--- config.mk ---
export PLATFORM = sky130hd
export DESIGN_NAME = vga_stream_sync
export DESIGN_NICKNAME = d
export VERILOG_FILES = /design/src/rtl/vga_pkg.sv /design/src/rtl/vga_timing_gen.sv /design/src/rtl/vga_stream_sync.sv
export SDC_FILE = /design/constraint.sdc
export NUM_CORES = 1
export LEC_CHECK = 0
export ABC_AREA = 1
export ABC_CLOCK_PERIOD_IN_PS = 2500
export BUFFER_PORTS_ARGS = -buffer_cell sky130_fd_sc_hd__buf_4
export CAP_MARGIN = 20
export CORE_MARGIN = 3
export CORE_UTILIZATION = 52
export CTS_CLUSTER_DIAMETER = 30
export DETAILED_ROUTE_END_ITERATION = 8
export PLACE_DENSITY = 0.79
export SYNTH_ARGS = -nofsm -noshare
export SYNTH_HDL_FRONTEND = slang
export SYNTH_SLANG_ARGS = --single-unit
--- constraint.sdc ---
create_clock -name clk -period 2.5 [get_ports clk]
set_clock_uncertainty 0.15 [all_clocks]
set_input_delay 0.625 -clock clk [delete_from_list [all_inputs] [get_ports clk]]
set_output_delay 0.625 -clock clk [all_outputs]
set_load 0.01 [all_outputs]
--- src/rtl/vga_pkg.sv ---
// Shared types and default 640x480@60 timing for the VGA stream synchroniser.
package vga_pkg;

  typedef enum logic {
    SEARCH = 1'b0,
    LOCKED = 1'b1
  } state_t;

  localparam int unsigned H_ACTIVE  = 640;
  localparam int unsigned H_FRONT   = 16;
  localparam int unsigned H_BACK    = 48;
  localparam int unsigned H_RETRACE = 96;
  localparam int unsigned V_ACTIVE  = 480;
  localparam int unsigned V_FRONT   = 10;
  localparam int unsigned V_BACK    = 33;
  localparam int unsigned V_RETRACE = 2;

endpackage

--- src/rtl/vga_timing_gen.sv ---
// Raster position counters and combinational sync/active-area decode.
module vga_timing_gen #(
  parameter int unsigned HD = 640,
  parameter int unsigned HF = 16,
  parameter int unsigned HB = 48,
  parameter int unsigned HR = 96,
  parameter int unsigned VD = 480,
  parameter int unsigned VF = 10,
  parameter int unsigned VB = 33,
  parameter int unsigned VR = 2,
  parameter int unsigned HW = $clog2(HD + HF + HB + HR),
  parameter int unsigned VW = $clog2(VD + VF + VB + VR)
) (
  input  logic          clk,
  input  logic          reset,
  input  logic          pix_en_i,
  output logic [HW-1:0] hc_o,
  output logic [VW-1:0] vc_o,
  output logic          video_on_c,
  output logic          hsync_raw_c,
  output logic          vsync_raw_c
);

  localparam int unsigned HT = HD + HF + HB + HR;
  localparam int unsigned VT = VD + VF + VB + VR;

  logic [HW-1:0] hc_q;
  logic [VW-1:0] vc_q;

  always_ff @(posedge clk or posedge reset) begin
    if (reset) begin
      hc_q <= '0;
      vc_q <= '0;
    end else if (pix_en_i) begin
      if (hc_q == HW'(HT - 1)) begin
        hc_q <= '0;
        vc_q <= (vc_q == VW'(VT - 1)) ? '0 : vc_q + VW'(1);
      end else begin
        hc_q <= hc_q + HW'(1);
      end
    end
  end

  // Decode in 32 bits so porch sums never overflow the narrow counters.
  assign video_on_c  = (32'(hc_q) < HD) && (32'(vc_q) < VD);
  assign hsync_raw_c = (32'(hc_q) >= HD + HF) && (32'(hc_q) < HD + HF + HR);
  assign vsync_raw_c = (32'(vc_q) >= VD + VF) && (32'(vc_q) < VD + VF + VR);

  assign hc_o = hc_q;
  assign vc_o = vc_q;

endmodule

--- src/rtl/vga_stream_sync.sv ---
// Aligns a start-of-frame tagged pixel stream to the VGA raster and drives
// registered sync/colour outputs with sticky underrun/misalignment flags.
module vga_stream_sync
  import vga_pkg::*;
#(
  parameter int unsigned    CD       = 12,
  parameter int unsigned    HD       = H_ACTIVE,
  parameter int unsigned    HF       = H_FRONT,
  parameter int unsigned    HB       = H_BACK,
  parameter int unsigned    HR       = H_RETRACE,
  parameter int unsigned    VD       = V_ACTIVE,
  parameter int unsigned    VF       = V_FRONT,
  parameter int unsigned    VB       = V_BACK,
  parameter int unsigned    VR       = V_RETRACE,
  parameter bit             SYNC_POL = 1'b0,
  parameter logic [CD-1:0]  BLANK    = '0
) (
  input  logic                                clk,
  input  logic                                reset,
  input  logic                                pix_en,
  input  logic [CD:0]                         si_data,
  input  logic                                si_valid,
  output logic                                si_ready,
  output logic                                hsync,
  output logic                                vsync,
  output logic [CD-1:0]                       rgb,
  output logic [$clog2(HD+HF+HB+HR)-1:0]      hc,
  output logic [$clog2(VD+VF+VB+VR)-1:0]      vc,
  output logic                                frame_start,
  output logic                                locked,
  output logic [1:0]                          err,
  input  logic                                err_clr
);

  localparam int unsigned HW = $clog2(HD + HF + HB + HR);
  localparam int unsigned VW = $clog2(VD + VF + VB + VR);

  logic [HW-1:0] hc_w;
  logic [VW-1:0] vc_w;
  logic          video_on;
  logic          hsync_raw;
  logic          vsync_raw;

  vga_timing_gen #(
    .HD(HD), .HF(HF), .HB(HB), .HR(HR),
    .VD(VD), .VF(VF), .VB(VB), .VR(VR),
    .HW(HW), .VW(VW)
  ) u_timing (
    .clk         (clk),
    .reset       (reset),
    .pix_en_i    (pix_en),
    .hc_o        (hc_w),
    .vc_o        (vc_w),
    .video_on_c  (video_on),
    .hsync_raw_c (hsync_raw),
    .vsync_raw_c (vsync_raw)
  );

  state_t        state_q, state_d;
  logic [CD-1:0] rgb_q, rgb_d;
  logic          hsync_q, vsync_q;
  logic          frame_start_q;
  logic [1:0]    err_q, err_d, err_set;
  logic          ready_c;
  logic          at_origin;
  logic          sof;
  logic [CD-1:0] word_rgb;

  assign at_origin = (hc_w == '0) && (vc_w == '0);
  assign sof       = si_data[CD];
  assign word_rgb  = si_data[CD-1:0];

  // Handshake and next-pixel decision; nothing moves without a pixel tick.
  always_comb begin
    state_d = state_q;
    rgb_d   = BLANK;
    err_set = 2'b00;
    ready_c = 1'b0;
    if (pix_en) begin
      unique case (state_q)
        SEARCH: begin
          // Drain non-start words; hold a start word until the raster origin.
          ready_c = si_valid && (!sof || at_origin);
          if (si_valid && sof && at_origin) begin
            state_d = LOCKED;
            rgb_d   = word_rgb;
          end
        end
        LOCKED: begin
          if (video_on) begin
            if (!si_valid) begin
              err_set[0] = 1'b1;
              state_d    = SEARCH;
            end else if (sof && !at_origin) begin
              err_set[1] = 1'b1;
              state_d    = SEARCH;
            end else begin
              ready_c = 1'b1;
              rgb_d   = word_rgb;
            end
          end
        end
        default: state_d = SEARCH;
      endcase
    end
    err_d = (err_q & ~{2{err_clr}}) | err_set;
  end

  always_ff @(posedge clk or posedge reset) begin
    if (reset) begin
      state_q       <= SEARCH;
      rgb_q         <= BLANK;
      hsync_q       <= !SYNC_POL;
      vsync_q       <= !SYNC_POL;
      frame_start_q <= 1'b0;
      err_q         <= 2'b00;
    end else begin
      frame_start_q <= pix_en && at_origin;
      err_q         <= err_d;
      if (pix_en) begin
        state_q <= state_d;
        rgb_q   <= rgb_d;
        hsync_q <= hsync_raw ~^ SYNC_POL;
        vsync_q <= vsync_raw ~^ SYNC_POL;
      end
    end
  end

  assign si_ready    = ready_c && !reset;
  assign hsync       = hsync_q;
  assign vsync       = vsync_q;
  assign rgb         = rgb_q;
  assign hc          = hc_w;
  assign vc          = vc_w;
  assign frame_start = frame_start_q;
  assign locked      = (state_q == LOCKED);
  assign err         = err_q;

endmodule

# Word-level counts from Yosys, hierarchy flattened
# Index checks and enable logic that the tools add are counted.
# Widths: inputs -> output; s select.
# word_totals
regBits	38
input_bits	18
out_inout_bits	39
word_cells	62
# op_classes
addsub	2
order_cmp	6
eq_ne	2
muxes	21
bitwise_logic	6
n_reduce_logical	17
# ops
cell	count
$mux 12	4
$pmux 12 s2	1
$add 10x1->10 const B	2
$eq 10x10->1 const B	2
$logic_not 10->1	2
$lt 10x10->1 const B	2
$lt 10x9->1 const B	2
$mux 10	2
$ge 10x10->1 const B	1
$ge 10x9->1 const B	1
$logic_and 1x1->1	10
$mux 1	9
$mux 2	3
$pmux 1 s2	2
$logic_not 1->1	3
$not 1->1	3
$and 2x2->2	1
$not 2->2	1
$or 2x2->2	1
$reduce_and 2->1	1
$logic_or 1x1->1	1

# Longest topological paths before layout
# logic_depth
word_depth	10
ltp_mapped	11

# Modules after synthesis
# Synthesis repeated with hierarchy kept, for this count alone.
# unflattened
hier_cells	291
area_unflattened_um2	2200.9
# modules_own_cells
mod	instances	cells_each	area_each_um2	seq_area_each_um2
vga_timing_gen	1	160	1224.9	500.5
vga_stream_sync	1	131	975.9	452.9

# Worst setup path after synthesis
# OpenSTA, ideal clock, no wires.
# synth_path
path_kind	input to output
startpoint	input port reset
endpoint	output port si_ready
t_arrival_ns	1.919
required_time_ns	1.725
slack_ns	-0.194
cell_stages	3
n_path_buf	0
path_cell_list	inv_1 nand2_1 a211oi_1
# synth_via
elab_chain_len	2
# synth_lines
item	line_no	rtl
from (decl)	vga_stream_sync.sv:19	input logic reset,
$logic_not 1->1	vga_stream_sync.sv:129	assign si_ready = ready_c && !reset;
$logic_and 1x1->1	vga_stream_sync.sv:129	
to (decl)	vga_stream_sync.sv:23	output logic si_ready,
# No other way between the ends.

# Worst setup path in the final report
# layout_path
startpoint	register u_timing.hc_q[0], in the netlist u_timing.hc_o[0]
endpoint	output port si_ready
# layout_via
elab_chain_len	10
elab_cells_between_ends	14
classes_between	order compare (1); mux (5); reduce/logical (8)
# layout_lines
item	line_no	rtl
from (decl)	vga_timing_gen.sv:27	logic [HW-1:0] hc_q;
from (signal assigned)	vga_timing_gen.sv:39	hc_q <= hc_q + HW'(1);
parallel branches: the longest is 7 deep, another holds $lt 10x10->1	--	
$pmux 1 s2 (*)	vga_stream_sync.sv:80	unique case (state_q)
$mux 1 (*)	vga_stream_sync.sv:79	if (pix_en) begin
$logic_and 1x1->1 (*)	vga_stream_sync.sv:129	
# Mark *: on every way between the ends.

==> results.toml <==
[routing]
detail_route.iter0.violations = 103
drc_errors = 0
finalWirelength_um = 5286
firstDrtPassIters = 4
route.detailed.wl_per_inst_um = 13.38
detail-route-antenna-nets = 0
via_count = 2020
detail_route.vias_per_cell = 5.114

[worst_setup_path]
cpMostUsedCell = "sky130_fd_sc_hd__nand2_2"
crit_cells = 9
timing.critical_path.cells = "inv_2 > ha_1 > nand2_1 > nor2_2 > nand3_2 > nand2_2 > nand2_2 > a211oi_2 > buf_4"
endpoint_class_of_the_critical_path = "output pin"
critical_path.slowest_cell = "sky130_fd_sc_hd__dfrtp_1"
cp.required_ns = 1.73
worst-endpoint-arrival_ns = 1.79
cp_slowest_stage_delay_ns = 0.40
critical_path_maximum_fanout = 4
cp.buffers_inverters = 2
ff2ff_path_depth = 11
worstSetupPathType = "register to output pin"
timing.critical_path.max_delay_family = "simple AND/OR/NAND/NOR gates"
cp_startpoint_kind = "register"

[floorplanning]
core-area_um2 = 3799
num_rows = 22
dieWidth_um = 70.00
die_h_um = 70.00
initial_core_util_pct = 56.06
die_area_um2 = 4899
boundaryPins = 57

[yosys]
post_synth.cell_area_avg_um2 = 7.744
postSynthCellCount = 275
yosys_register_bits = 38
postSynthNetCount = 297
synth.yosys.seq_area_share_pct = 44.77
number_of_synthesis_warnings = 0
synth_area_leader_cell = "sky130_fd_sc_hd__dfrtp_1"
asyncSetResetFlopFracSynth_pct = 100.0
count_of_flip_flops_with_a_built_in_enable_after_synthesis = 0
synth_area_leaders = "sky130_fd_sc_hd__dfrtp_1, sky130_fd_sc_hd__nand2_1, sky130_fd_sc_hd__inv_1"
ys.flop_type = "sky130_fd_sc_hd__dfrtp_1"
netlist-cell-type-count = 33
synth.top_cell.area_share_pct = 42.30
mappedNetlistArea_um2 = 2130

[sta]
timing.final.setup_violations = 1
timing.setup.tns_ns = -0.06692
relSlewSlack_pct = 68.79
final.min_clock_period_ns = 2.567
unrepaired_setup_endpoints_after_global_routing = "true"
post-route-period-util_pct = 102.7
tightest_slew_ns = 0.4681
maxClockFrequency_mhz = 389.6
finalHoldViolCount = 0
post-route-worst-setup-slack_ns = -0.06692
finalMaxSlewViolations = 0

[cells_and_area]
most_frequent_standard_cell_in_the_layout_excluding_fill_and_tap_cells = "sky130_fd_sc_hd__buf_4"
final_area_um2 = 2813
stdcell_count = 395
fin_nets = 368
layout_common_cells = "sky130_fd_sc_hd__buf_4, sky130_fd_sc_hd__nand2_1, sky130_fd_sc_hd__inv_1, sky130_fd_sc_hd__dfrtp_1, sky130_fd_sc_hd__nor2_1"
antenna_cells_inserted = 0
layout.core_utilization_pct = 74.04
area_delta_synth_final_pct = 32.08
filler_cell_count = 281
post_route_cells_drive_above_1_share_pct = 34.29

[power]
static-leakage-power_nw = 1.499
powerDensity_nw_per_um2 = 561.7
vdd_ir_drop_max_uv = 403.9
fin_total_pwr_mw = 1.580

[grt]
globalRouteOverflowTotal = 0
grt_first_pass_wirelength_um = 8611
groute.usage.overall_pct = 21.83
antenna_found_initial = 0
grt_pass1_vias = 1865
grt_start_max_net_pins = 39

[clocking]
clkLatencyLatePin_ns = 0.29
clockRootBuffer = "sky130_fd_sc_hd__clkbuf_8"
cts_buffers = 5
ctsHtreeMaxLevel = 2
cts_sinks = 38
cts_tree = "built"
cts_max_path_buffers = 2
cts-hold-fix-buffers = 0
clk_pin_slew_ns = 0.07

[placement]
dpl.hpwl_um = 3795
globalplace.congestion = 0.9024
place_area_um2 = 2616
dpl.cell_count = 379
io_buffers = 56

[status]
failed_checks = "setup timing"
run_status = "complete, but fails checks"

[worst_hold_path]
hold_class = "primary input to async pin"

[run]
max_cap_violations = 0
cells in the mapped netlist (2+ instances only):
master / instances
sky130_fd_sc_hd__nand2_1: 69
sky130_fd_sc_hd__inv_1: 44
sky130_fd_sc_hd__dfrtp_1: 36
sky130_fd_sc_hd__nor2_1: 30
sky130_fd_sc_hd__nand3_1: 14
sky130_fd_sc_hd__nor2_2: 12
sky130_fd_sc_hd__o21ai_0: 11
sky130_fd_sc_hd__nand4_1: 8
sky130_fd_sc_hd__nor3_1: 6
sky130_fd_sc_hd__nand2_2: 5
sky130_fd_sc_hd__ha_1: 4
sky130_fd_sc_hd__xor2_1: 4
sky130_fd_sc_hd__inv_2: 3
sky130_fd_sc_hd__a211oi_1: 2
sky130_fd_sc_hd__a21oi_1: 2
sky130_fd_sc_hd__buf_6: 2
sky130_fd_sc_hd__clkbuf_1: 2
sky130_fd_sc_hd__dfstp_2: 2
sky130_fd_sc_hd__nand3_2: 2
sky130_fd_sc_hd__nor2_4: 2
sky130_fd_sc_hd__nor4_1: 2
sky130_fd_sc_hd__o22ai_1: 2
layout make-up:
| class | instances | area, µm² | area share, % |
|---|---|---|---|
| clock inverters | 1 | 5.005 | 0.1779 |
| clock buffers | 7 | 86.33 | 3.069 |
| inverters | 47 | 182.7 | 6.495 |
| well taps | 48 | 60.06 | 2.135 |
| flip-flops and latches | 38 | 954.7 | 33.94 |
| multi-input cells | 185 | 1006 | 35.76 |
| repair buffers | 69 | 518.0 | 18.42 |
worst paths after layout:
path                                  startpoint          endpoint  slack (ns)
worst max register to register  u_timing.vc_o[1]            rgb[5]        0.59
worst max-delay path            u_timing.hc_o[0]          si_ready       -0.07
max in group asynchronous                  reset  u_timing.hc_o[5]        1.52
worst min register to register            rgb[9]            rgb[9]        0.34
min in group clk                          rgb[9]            rgb[9]        0.34
worst min-delay path                       reset           rgb[10]        0.32
what timing repair did:
item	in CTS	in global routing
hold endpoints to repair	0	0
buffers inserted	3	5
gates resized for setup	4	11
gates cloned	0	0
pin swaps	0	4
endpoints found under the setup margin	1	1
registers in the layout (all words and copies together), names as in the netlist:
name	flops
rgb	12
u_timing.hc_o	10
u_timing.vc_o	10
err	2
frame_start	1
hsync	1
locked	1
vsync	1
worst register-to-register path, delay by kind of cell (launching register included):
| kind | cells | cell delay, ns |
|---|---|---|
| AND/OR/NAND/NOR | 7 | 0.88 |
| flip-flops | 1 | 0.40 |
| buffers and inverters | 3 | 0.27 |
| adder cells (fa/ha/maj) | 1 | 0.14 |
cells by family after synthesis:
| kind of cell | synth area share, % |
|---|---|
| adder cells (fa/ha/maj) | 2.350 |
| AND/OR/NAND/NOR | 34.72 |
| flip-flops | 44.77 |
| XOR/XNOR | 2.056 |
| buffers and inverters | 9.929 |
| AO/OA/AOI/OAI | 6.169 |
layer usage:
metal	wire length (µm)	vias up	track usage [%]
met5	0	-	0
met4	76	0	8.085
met3	263	7	3.885
met2	2559	59	35.47
met1	2387	946	29.12
li1	-	1008	-
through the flow:
stage	setup slack (ns)	hold WS, ns
6_report	-0.06692	0.3208
5_1_grt	-0.1907	0.3550
4_1_cts	0.003690	0.3383
3_5_place_dp	0.1533	0.3203
3_3_place_gp	0.2386	0.3139
2_1_floorplan	0.2170	0.3448
power by group:
part / switching, mW / internal [mW]
Combinational: 0.217 / 0.173
Clock: 0.213 / 0.223
Sequential: 0.0751 / 0.679
No activity file was read; power rests on OpenSTA's default activity.
